## config.mk

```make
export PLATFORM = sky130hd
export DESIGN_NAME = spi_xfer_ctrl
export DESIGN_NICKNAME = d
export VERILOG_FILES = /design/src/rtl/spi_xfer_ctrl.sv
export SDC_FILE = /design/constraint.sdc
export NUM_CORES = 1
export LEC_CHECK = 0
export ABC_AREA = 0
export ABC_CLOCK_PERIOD_IN_PS = 6000
export BUFFER_PORTS_ARGS = -buffer_cell sky130_fd_sc_hd__buf_2
export CORE_ASPECT_RATIO = 0.7
export CORE_MARGIN = 2
export CORE_UTILIZATION = 52
export DETAILED_ROUTE_END_ITERATION = 10
export PLACE_DENSITY = 0.84
export SYNTH_ARGS = -nofsm -noshare
export SYNTH_HDL_FRONTEND = slang
export SYNTH_SLANG_ARGS = --single-unit
```

## constraint.sdc

```tcl
create_clock -name clk_in -period 6 [get_ports clk_in]
set_clock_uncertainty 0.15 [all_clocks]
set_input_delay 0.9 -clock clk_in [delete_from_list [all_inputs] [get_ports clk_in]]
set_output_delay 0.9 -clock clk_in [all_outputs]
set_load 0.005 [all_outputs]
```

## src/rtl/spi_xfer_ctrl.sv

```systemverilog
`default_nettype none
// ============================================================================
//  Module      : spi_xfer_ctrl
//  Description : SPI master transfer sequencer. Arms and stops the SPI clock
//                generator, counts bits from its edge pulses, issues per-bit
//                shift/sample strobes and drives slave selects, transfer
//                status and a latched interrupt.
//  Revision    : 1.0 - initial release
// ============================================================================
module spi_xfer_ctrl #(
    parameter int LEN_W = 7,
    parameter int SS_NB = 8
) (
    input  logic             clk_in,
    input  logic             rst_n,
    input  logic             go,
    input  logic             abort,
    input  logic [LEN_W-1:0] char_len,
    input  logic             rx_negedge,
    input  logic             tx_negedge,
    input  logic             ass,
    input  logic [SS_NB-1:0] ss,
    input  logic             ie,
    input  logic             irq_clr,
    input  logic             pos_edge,
    input  logic             neg_edge,
    output logic             clkgen_go,
    output logic             clkgen_en,
    output logic             last_clk,
    output logic             tip,
    output logic             tx_shift,
    output logic             rx_sample,
    output logic [LEN_W:0]   bit_cnt,
    output logic             done,
    output logic             aborted,
    output logic             irq,
    output logic [SS_NB-1:0] ss_pad_o
);

    localparam logic [1:0] S_IDLE = 2'd0;
    localparam logic [1:0] S_ARM  = 2'd1;
    localparam logic [1:0] S_RUN  = 2'd2;
    localparam logic [1:0] S_DONE = 2'd3;

    // char_len of zero selects the full 2**LEN_W bit transfer
    localparam logic [LEN_W:0] c_FULL = {1'b1, {LEN_W{1'b0}}};
    localparam logic [LEN_W:0] c_ONE  = {{LEN_W{1'b0}}, 1'b1};
    localparam logic [LEN_W:0] c_ZERO = {(LEN_W+1){1'b0}};

    logic [1:0]       r_state;
    logic [LEN_W:0]   r_bit_cnt;
    logic             r_tip;
    logic             r_clkgen_go;
    logic             r_clkgen_en;
    logic             r_aborted;
    logic             r_irq;
    logic [SS_NB-1:0] r_ss_pad;

    logic [1:0]       w_state_nxt;
    logic [LEN_W:0]   w_cnt_nxt;
    logic             w_tip_nxt;
    logic             w_go_nxt;
    logic             w_en_nxt;
    logic             w_aborted_nxt;
    logic             w_irq_nxt;
    logic             w_irq_hold;
    logic [SS_NB-1:0] w_ss_nxt;
    logic             w_tx_edge;
    logic             w_rx_edge;
    logic             w_cnt_one;

    assign w_tx_edge = tx_negedge ? neg_edge : pos_edge;
    assign w_rx_edge = rx_negedge ? neg_edge : pos_edge;
    assign w_cnt_one = (r_bit_cnt == c_ONE);

    assign tx_shift  = w_tx_edge & r_tip & (r_bit_cnt != c_ZERO);
    assign rx_sample = w_rx_edge & r_tip;
    assign last_clk  = r_tip & w_cnt_one;
    assign tip       = r_tip;
    assign bit_cnt   = r_bit_cnt;
    assign clkgen_go = r_clkgen_go;
    assign clkgen_en = r_clkgen_en;
    assign aborted   = r_aborted;
    assign irq       = r_irq;
    assign ss_pad_o  = r_ss_pad;
    // an abort landing in the DONE cycle suppresses the completion pulse
    assign done      = (r_state == S_DONE) & ~abort;

    // Next-state, counter and status computation
    always_comb begin
        w_state_nxt   = r_state;
        w_cnt_nxt     = r_bit_cnt;
        w_tip_nxt     = r_tip;
        w_go_nxt      = 1'b0;
        w_en_nxt      = r_clkgen_en;
        w_aborted_nxt = 1'b0;
        w_irq_hold    = irq_clr ? 1'b0 : r_irq;
        w_irq_nxt     = w_irq_hold;

        case (r_state)
            S_IDLE: begin
                if (go && !abort) begin
                    w_state_nxt = S_ARM;
                    w_cnt_nxt   = (char_len == {LEN_W{1'b0}}) ? c_FULL : {1'b0, char_len};
                    w_tip_nxt   = 1'b1;
                    w_go_nxt    = 1'b1;
                end
            end
            S_ARM: begin
                w_state_nxt = S_RUN;
                w_en_nxt    = 1'b1;
            end
            S_RUN: begin
                if (rx_sample && r_bit_cnt != c_ZERO) begin
                    w_cnt_nxt = r_bit_cnt - c_ONE;
                    if (w_cnt_one) begin
                        w_state_nxt = S_DONE;
                        w_en_nxt    = 1'b0;
                    end
                end
            end
            S_DONE: begin
                w_state_nxt = S_IDLE;
                w_tip_nxt   = 1'b0;
                // set has priority over a simultaneous clear
                if (ie) w_irq_nxt = 1'b1;
            end
            default: begin
                w_state_nxt = S_IDLE;
                w_tip_nxt   = 1'b0;
                w_en_nxt    = 1'b0;
            end
        endcase

        // abort overrides everything once a transfer has been accepted
        if (abort && r_state != S_IDLE) begin
            w_state_nxt   = S_IDLE;
            w_cnt_nxt     = c_ZERO;
            w_tip_nxt     = 1'b0;
            w_en_nxt      = 1'b0;
            w_aborted_nxt = 1'b1;
            w_irq_nxt     = w_irq_hold;
        end

        w_ss_nxt = ass ? ~(ss & {SS_NB{w_tip_nxt}}) : ~ss;
    end

    // State and output registers
    always_ff @(posedge clk_in or negedge rst_n) begin
        if (!rst_n) begin
            r_state     <= S_IDLE;
            r_bit_cnt   <= c_ZERO;
            r_tip       <= 1'b0;
            r_clkgen_go <= 1'b0;
            r_clkgen_en <= 1'b0;
            r_aborted   <= 1'b0;
            r_irq       <= 1'b0;
            r_ss_pad    <= {SS_NB{1'b1}};
        end else begin
            r_state     <= w_state_nxt;
            r_bit_cnt   <= w_cnt_nxt;
            r_tip       <= w_tip_nxt;
            r_clkgen_go <= w_go_nxt;
            r_clkgen_en <= w_en_nxt;
            r_aborted   <= w_aborted_nxt;
            r_irq       <= w_irq_nxt;
            r_ss_pad    <= w_ss_nxt;
        end
    end

endmodule
`default_nettype wire

```

==> metrics.md, run 1 <==
| Metric | Value |
|---|---|
| Switch Pwr | approximately 340 uW |
| Crit end category | output port |
| DIE WIDTH | 65.7 um |
| Seq cells post-synth | 23 |
| Critical Path Source Type | flip-flop |
| Count of final max-slew check failures | 0 |
| Layout area overhead | 22.5% |
| Clock Sink Count | 23 |
| Num rows | 15 |
| Largest net degree at the start of global routing | 24 |
| # IOs | 51 |
| GP Congestion | 0.952 |
| # Max-Cap Violations | 0 |
| Area of placed instances | 0.00166 mm2 |
| Vias in the first global route | 1206 |
| Routed WL | 3560 um |
| Worst slew margin | 0.555 |
| CORE AREA | roughly 0.0025 mm2 |
| Setup TNS | 0 ns |
| Share of total power in sequential cells | 0.356 |
| Netlist Area Pre-Place | 0.00139 mm2 |
| Critical path class | flip-flop to output port |
| First drt pass iteration count | 5 |
| Async set-reset flop share out of synthesis | 1.00 |
| Post-DP HPWL | 2650 um |
| Gate Count Post-Synth | 152 |
| Area of the die | 0.00310 mm2 |
| Maximum vdd drop | around 0.28 mV |
| Clock share of power | 0.125 |
| Crit path DAT | 1.93 ns |
| Post-CTS Resized | 0 |
| Detail Route Antenna Nets | 0 |
| Slowest-stage cell, CP | nor4_2 |
| GRT Total Usage | 0.247 |
| Synthesized Nets | around 190 |
| Final setup viols | 0 |
| Clk pin slew, worst setup/hold paths | 0.08 ns |
| Yosys warnings | 0 |
| Layout cell share with drive strength beyond 1 | 0.350 |
| Final hold slack | between 0.3 and 0.4 ns |
| CP top delay family | simple AND/OR/NAND/NOR gates |
| DRC viols | 0 |
| Worst hold path class | flip-flop to flip-flop |
| Final Util | 0.681 |
| Clk root buf | clkbuf_8 |
| Int Power | ~430 uW |
| Port buffer count | 50 |
| CTS tree | built |
| Min Clock Period, post-route | 2.98 ns |
| Starting DRT DRC Count | between 150 and 200 |
| Num CTS Buffers | 3 |
| Predominant post-synthesis flop cell | dfrtp_1 |
| Pwr/cell area | between 400 and 500 mW/mm2 |
| Crit path buf inv count | 1 |
| Die Y | ~47 um |
| Grt total ovfl | 0 |
| H-Tree Depth | 1 |
| Hold Fails Final Rpt | 0 |
| Postcts setup bufs | 0 |
| Diode count | 0 |
| Unrepaired setup endpoints after global routing | false |
| Switching share of total power | 0.439 |
| LEAKAGE | 0.857 nW |
| Worst Max-Slew Pin Slew | 0.667 ns |
| Combinational share of power | 0.518 |
| Via count | 1341 |
| Max Freq | 335 MHz |
| Global-route wire length before repair | around 5700 um |
| Initial Util | 0.556 |
| Status | completed |
| Worst-path cell chain | nor4_2 -> nand4_1 -> and3_1 -> buf_2 |
| Critical path fanouts, max | 7 |
| Tcrit/Tclk final | 0.497 |
| Antenna violations before repair | 0 |
| Post-synthesis sequential area ratio | 0.422 |
| Critical Path RT | 4.95 ns |
| Clk_lat worst skew | approximately 0.27 ns |
| Worst path max stage delay | roughly 0.52 ns |
| Total Nets Final | between 200 and 250 |
| Syn_area_per_cell | about 9.1 um2 |
| Clock Path Buffers | 2 |
| Post-DR vias/cell | between 5 and 6 |
| Post-synth EDFFs | 0 |
| Routed WL per cell | 15.2 um |
| Post-synthesis cell type count | between 40 and 50 |
| Post-CTS Hold Buffers | 0 |
| Design Area, Final | 0.00170 mm2 |
-- final cells by class --
class	count	area, um2
fill	197	796
multi-input combinational	110	728
tap	34	42.5
timing repair buffer	50	250
inverter	13	48.8
sequential	23	586
clock buffer	4	45.0
-- sequential cells by signal (all words and copies together) (netlist names) --
| name | count |
|---|---|
| aborted | 1 |
| tip | 1 |
| ss_pad_o | 8 |
| clkgen_go | 1 |
| irq | 1 |
| clkgen_en | 1 |
| bit_cnt | 8 |
| r_state | 2 |
-- power groups by stage --
stage,Sequential [mW],Clock (mW),Combinational [mW]
final,0.274,0.0966,0.399
after global routing,0.284,0.105,0.440
after CTS,0.274,0.0985,0.395
after detailed placement,0.276,0,0.390
after global placement,0.272,0,0.376
after floorplan,0.266,0,0.273
-- placed cells by master (no fill, tap or decap), types with 2 or more instances in the layout --
master	netlist	final
and3_1	2	2
dfstp_2	8	8
nand3_1	6	6
a41oi_1	2	2
nor3_1	4	4
a21oi_1	6	6
nand4_1	3	3
clkbuf_8	0	3
o21ai_0	5	5
buf_2	1	50
mux2i_1	3	3
a21o_1	2	2
nand2b_1	2	2
ha_1	7	7
nor2b_1	4	4
dfrtp_1	15	15
nor2_1	12	12
nand3b_1	2	2
nor4_1	2	2
nand2_1	20	20
a211o_1	2	2
o211ai_1	4	4
a22o_1	2	2
inv_1	13	13
-- kinds of logic after synthesis --
group | count (synthesis) | share of synthesized area
fa+ha+maj | 7 | 0.0631
buf+inv | 19 | 0.0532
compound gates | 33 | 0.179
mux | 4 | 0.0298
flops | 23 | 0.422
simple gates | 66 | 0.252
-- final timing paths --
path / from / to / slack [ns] / cells after the start
min in group asynchronous: rst_n / bit_cnt[7] / 0.44 / 1
worst max-delay path: bit_cnt[4] / tx_shift / 3.02 / 4
worst max register to register: r_state[0] / bit_cnt[2] / 3.29 / 6
worst min-delay path: clkgen_en / clkgen_en / 0.36 / 1
worst min register to register: clkgen_en / clkgen_en / 0.36 / 1
max in group asynchronous: rst_n / ss_pad_o[5] / 4.90 / 1
-- Yosys cell counts, types with 2 or more instances --
master | number | area share
inv_1 | 13 | 0.035
nor4_1 | 2 | 0.0090
and3_1 | 2 | 0.0090
o211ai_1 | 4 | 0.022
mux2i_1 | 3 | 0.022
nand2b_1 | 2 | 0.0090
nor2_1 | 12 | 0.032
o21ai_0 | 5 | 0.018
nand4_1 | 3 | 0.014
ha_1 | 7 | 0.063
dfstp_2 | 8 | 0.15
nand3b_1 | 2 | 0.011
nor3_1 | 4 | 0.014
nand3_1 | 6 | 0.022
clkbuf_1 | 4 | 0.011
a41oi_1 | 2 | 0.013
dfrtp_1 | 15 | 0.27
a211o_1 | 2 | 0.013
a22o_1 | 2 | 0.013
a21oi_1 | 6 | 0.022
a21o_1 | 2 | 0.011
nand2_1 | 20 | 0.054
nor2b_1 | 4 | 0.018
-- metal layers --
layer / vias up / track usage / wire length (um)
met5: - / 0 / 0
met2: 70 / 0.412 / 1690
li1: 636 / - / -
met1: 627 / 0.337 / 1540
met4: 0 / 0.0542 / 35
met3: 8 / 0.0528 / 295
-- metrics by stage --
stage / worst slack, ns / total power [mW] / std cells
floorplan: 3.59 / 0.539 / 152
global placement: 3.30 / 0.648 / 230
detailed placement: 3.29 / 0.666 / 230
CTS: 3.06 / 0.767 / 234
global route: 2.93 / 0.829 / 234
finish: 3.02 / 0.770 / 234
-- worst reg2reg max path, stage by stage, from the launching register on --
cell     delay (ns)
dfrtp_1        0.42
inv_1          0.14
ha_1           0.61
nor2_1         0.17
o21ai_0        0.52
o21ai_2        0.21
a221o_1        0.38
Note: power is estimated with default switching activity, not from simulation.
==> run 2, diff against run 1 <==
Settings changed: ABC_CLOCK_PERIOD_IN_PS 6000 to 3000, CORE_UTILIZATION 52 to 49, PLACE_DENSITY 0.84 to 0.79.
Clock period 6 ns to 3 ns, I/O delays scaled along.
==> metrics.md, run 2 (same netlist as run 1, synthesis figures left out) <==
| Metric | Value |
|---|---|
| Max Freq | 390 MHz |
| Final Util | 0.624 |
| Commonest cells after routing, fill and taps aside | buf_2, nand2_1, dfrtp_1, inv_1, nor2_1 |
| DRC viols | 0 |
| Critical path fanouts, max | 14 |
| Routed WL | 3790 um |
| Unrepaired setup endpoints after global routing | false |
| Diode count | 0 |
| Post-CTS Hold Buffers | 0 |
| Maximum vdd drop | 0.503 mV |
| H-Tree Depth | 1 |
| CTS tree | built |
| Vias in the first global route | 1294 |
| Stages on worst setup path | 6 |
| Post-DR vias/cell | 5.94 |
| Postcts setup bufs | 0 |
| Critical path class | flip-flop to flip-flop |
| Status | completed |
| Critical Path RT | 3.00 ns |
| Filler instances | 237 |
| Worst Max-Slew Pin Slew | 0.786 ns |
| Worst setup path start | r_state[0] |
| R2R Path Start | r_state[0] |
| Setup TNS | 0 ns |
| Final setup viols | 0 |
| Slowest-stage cell, CP | dfrtp_1 |
| Switching share of total power | 0.447 |
| Via count | 1408 |
| Clk root buf | clkbuf_8 |
| Worst Reg2Reg Path Length in Cells | 6 |
| Int Power | 870 uW |
| Detail Route Antenna Nets | 0 |
| GRT Total Usage | 0.242 |
| Num CTS Buffers | 3 |
| Global-route wire length before repair | 6110 um |
| CORE AREA | 0.00274 mm2 |
| Initial Util | 0.506 |
| Pwr/cell area | 920 mW/mm2 |
| Die Y | 48.5 um |
| Post-CTS Resized | 0 |
| Antenna violations before repair | 0 |
| # IOs | 51 |
| Area of the die | 0.00328 mm2 |
| Hold Fails Final Rpt | 0 |
| Commonest non-fill, non-tap cell in the layout | buf_2 |
| Clock Sink Count | 23 |
| Crit path buf inv count | 1 |
| Starting DRT DRC Count | 179 |
| Count of final max-slew check failures | 0 |
| Layout cell share with drive strength beyond 1 | 0.353 |
| Routed WL per cell | 16.0 um |
| Worst-path cell chain | inv_1 -> ha_1 -> nand3b_1 -> o21ai_0 -> o21ai_2 -> a221o_1 |
| Layout area overhead | 23.3% |
| Min Clock Period, post-route | 2.56 ns |
| # Max-Cap Violations | 0 |
| Total Nets Final | between 200 and 250 |
| Grt total ovfl | 0 |
| DIE WIDTH | 67.6 um |
| Largest net degree at the start of global routing | 24 |
| Worst hold path class | input pin to async pin |
| First drt pass iteration count | 5 |
| Port buffer count | 50 |
| GP Congestion | 0.905 |
| Post-DP HPWL | approximately 2900 um |
| CP top delay family | compound AO/OA/AOI/OAI gates |
| Clk_lat worst skew | 0.26 ns |
| Crit path DAT | around 2.6 ns |
| Switch Pwr | 704 uW |
| Worst slew margin | 0.471 |
| Reg2reg setup slack | around 0.44 ns |
| Clk pin slew, worst setup/hold paths | 0.08 ns |
| Critical Path Source Type | flip-flop |
| Worst path max stage delay | 0.43 ns |
| Clock share of power | 0.120 |
| LEAKAGE | 0.862 nW |
| Combinational share of power | 0.531 |
| Worst Setup EP | bit_cnt[2] |
| Crit end category | flip-flop |
| Tcrit/Tclk final | 0.854 |
| R2r endpoint | bit_cnt[2] |
| Clock Path Buffers | 2 |
| Num rows | 16 |
| Share of total power in sequential cells | 0.350 |
## run 2: cell types whose count changed in the layout (fill, tap and decap cells not counted)
cell | previous run | this run
buf_4 | 0 | 1
## run 2: through the flow
step                      power [mW]  hold WS [ns]  std cells  setup WS, ns  instance area [um2]
after floorplan                 1.08       0.00441        152          1.02                 1390
after global placement          1.31         0.291        233         0.643                 1670
after detailed placement        1.36         0.305        233         0.521                 1670
after CTS                       1.55        0.0203        237         0.510                 1710
after global routing            1.68        0.0346        237         0.322                 1710
final                           1.57       0.00255        237         0.439                 1710
## run 2: how the worst min path moves through the flow
| stage | end | slack, ns | cells past startpoint |
|---|---|---|---|
| 2_1_floorplan | aborted | 0.004 | 0 |
| 3_3_place_gp | bit_cnt[0] | 0.29 | 1 |
| 3_5_place_dp | bit_cnt[1] | 0.31 | 1 |
| 4_1_cts | bit_cnt[1] | 0.02 | 1 |
| 5_1_grt | bit_cnt[1] | 0.03 | 1 |
| 6_report | bit_cnt[1] | 0.003 | 1 |
## run 2: per-layer routing
metal  up-vias  wire [um]  GRT usage
met1       660       1570      0.340
li1        641          -          -
met2        92       1750      0.355
met3        15        367     0.0721
met4         0        107     0.0782
met5         -          0          0
## run 2: power groups by stage
stage          Combinational [mW]  Sequential, mW  Clock (mW)
6_report                    0.835           0.550       0.188
3_5_place_dp                0.807           0.551           0
4_1_cts                     0.814           0.546       0.192
3_3_place_gp                0.768           0.542           0
5_1_grt                     0.909           0.567       0.205
2_1_floorplan               0.547           0.531           0
## run 2: area by class of cell
class / instances / area, um2 / share of cell area
inverter: 13 / 48.8 / 0.0285
clock buffer: 4 / 45.0 / 0.0263
timing repair buffer: 51 / 258 / 0.151
sequential: 23 / 586 / 0.342
multi-input combinational: 110 / 728 / 0.426
tap: 36 / 45.0 / 0.0263
## run 2: worst register-to-register path, delay by kind of cell, from the launching register on
family / cells / cell delay [ns]
buffers and inverters: 1 / 0.16
DFF: 1 / 0.43
AOI/OAI and AO/OA: 3 / 1.02
adders and majority gates: 1 / 0.43
and+or+nand+nor: 1 / 0.26
==> run 3, diff against run 2 <==
Settings changed: ABC_CLOCK_PERIOD_IN_PS 3000 to 2400.
Clock period 3 ns to 2.4 ns, I/O delays scaled along.
==> metrics.md, run 3 (same netlist as run 1, synthesis figures left out) <==
| Metric | Value |
|---|---|
| Commonest non-fill, non-tap cell in the layout | buf_2 |
| Clock Sink Count | 23 |
| Setup TNS | 0 ns |
| GP Congestion | between 0.9 and 1 |
| # IOs | 51 |
| Share of total power in sequential cells | 0.345 |
| Initial Util | 0.506 |
| Worst slew margin | 0.601 |
| Routed WL per cell | around 15 um |
| Die Y | around 49 um |
| Worst Max-Slew Pin Slew | between 0.5 and 0.6 ns |
| Clk root buf | clkbuf_8 |
| Status | completed |
| Starting DRT DRC Count | 140 |
| CORE AREA | about 0.0027 mm2 |
| Critical Path RT | 1.89 ns |
| Postcts setup bufs | 0 |
| Count of final max-slew check failures | 0 |
| Global-route wire length before repair | 5950 um |
| CTS tree | built |
| # Max-Cap Violations | 0 |
| Pwr/cell area | 1130 mW/mm2 |
| Antenna violations before repair | 0 |
| Clk_lat worst skew | 0.27 ns |
| PnR worst setup slack | 0.0821 ns |
| Min Clock Period, post-route | 2.32 ns |
| Area of the die | 0.00328 mm2 |
| Port buffer count | 50 |
| Post-DP HPWL | 2770 um |
| Post-DR vias/cell | 5.55 |
| Crit end category | output port |
| Critical Path Source Type | flip-flop |
| Int Power | 1.12 mW |
| Num CTS Buffers | 3 |
| Switching share of total power | 0.432 |
| H-Tree Depth | 1 |
| Maximum vdd drop | roughly 0.53 mV |
| Final setup viols | 0 |
| Clock Path Buffers | 2 |
| Diode count | 0 |
| Tcrit/Tclk final | 0.966 |
| Max Freq | 431 MHz |
| Largest net degree at the start of global routing | 24 |
| Clock share of power | 0.121 |
| Detail Route Antenna Nets | 0 |
| Commonest cells after routing, fill and taps aside | buf_2, nand2_1, dfrtp_1, inv_1, nor2_1 |
| Critical path class | flip-flop to output port |
| Worst hold path class | input pin to flip-flop |
| DIE WIDTH | roughly 68 um |
| Routed WL | 3610 um |
| Critical path fanouts, max | 7 |
| Crit path DAT | 1.81 ns |
| Hold Fails Final Rpt | 0 |
| Total Nets Final | 239 |
| Clk pin slew, worst setup/hold paths | 0.08 ns |
| Combinational share of power | 0.533 |
| Switch Pwr | 857 uW |
| Layout area overhead | 26.1% |
| Placement Setup Slack | 0.136 ns |
| LEAKAGE | 0.878 nW |
| Unrepaired setup endpoints after global routing | false |
| DRC viols | 0 |
| Grt total ovfl | 0 |
| Num rows | 16 |
| Vias in the first global route | 1223 |
| GRT Total Usage | 0.237 |
| Via count | 1337 |
| First drt pass iteration count | 5 |
| Layout cell share with drive strength beyond 1 | 0.376 |
[run 3: changes by cell type in the layout (fill, tap and decap cells not counted)]
cell | previous run | this run
nand2b_1 | 2 | 1
dlygate4sd3_1 | 0 | 1
dfrtp_2 | 0 | 1
dfrtp_1 | 15 | 14
ha_1 | 7 | 6
ha_2 | 0 | 1
buf_4 | 1 | 4
nand2b_2 | 0 | 1
[run 3: repair_timing]
item,4_1_cts,5_1_grt
setup endpoints to repair,0,8
hold endpoints to repair,15,0
gates resized for setup,0,3
hold buffers,1,0
[run 3: critical path: stages (launching register included)]
cell	delay (ns)
dfrtp_2	0.46
or4_4	0.57
nor3_4	0.19
and3_2	0.22
buf_2	0.11
[run 3: power by group through the flow]
stage	Sequential, mW	Combinational (mW)	Clock [mW]
2_1_floorplan	0.664	0.683	0
3_3_place_gp	0.682	1.02	0
3_5_place_dp	0.688	1.03	0
5_1_grt	0.707	1.18	0.263
6_report	0.684	1.06	0.241
4_1_cts	0.681	1.04	0.247
[run 3: worst paths after layout]
kind,slack (ns),from,endpoint,depth (start not counted)
min in group asynchronous,0.44,rst_n,clkgen_en,2
min reg2reg,0.36,clkgen_en,clkgen_en,1
max reg2reg,0.21,r_state[0],bit_cnt[4],8
max,0.08,bit_cnt[4],last_clk,4
max in group asynchronous,1.27,rst_n,bit_cnt[4],2
min,0.05,ss[6],ss_pad_o[6],2
[run 3: final cells by class]
class	instances	area, um2
Multi-Input combinational cell	110	733
Sequential cell	23	587
Inverter	13	48.8
Clock buffer	4	45.0
Fill cell	217	993
Tap cell	36	45.0
Timing Repair Buffer	55	290
[run 3: layer usage]
layer	track usage	share of wire	vias up
li1	-	-	648
met1	0.362	0.46	615
met2	0.327	0.44	69
met3	0.0698	0.094	5
met4	0.0510	0.0064	0
met5	0	0	-
[run 3: metrics by stage]
stage / util / area (um2) / power [mW] / hold slack [ns] / std cells
detailed placement: 0.615 / 1690 / 1.72 / 0.221 / 236
finish: 0.638 / 1750 / 1.98 / 0.0523 / 241
global placement: 0.615 / 1690 / 1.70 / 0.206 / 236
global route: 0.638 / 1750 / 2.15 / 0.0494 / 241
CTS: 0.635 / 1740 / 1.97 / 0.0495 / 241
floorplan: - / 1390 / 1.35 / -0.0856 / 152
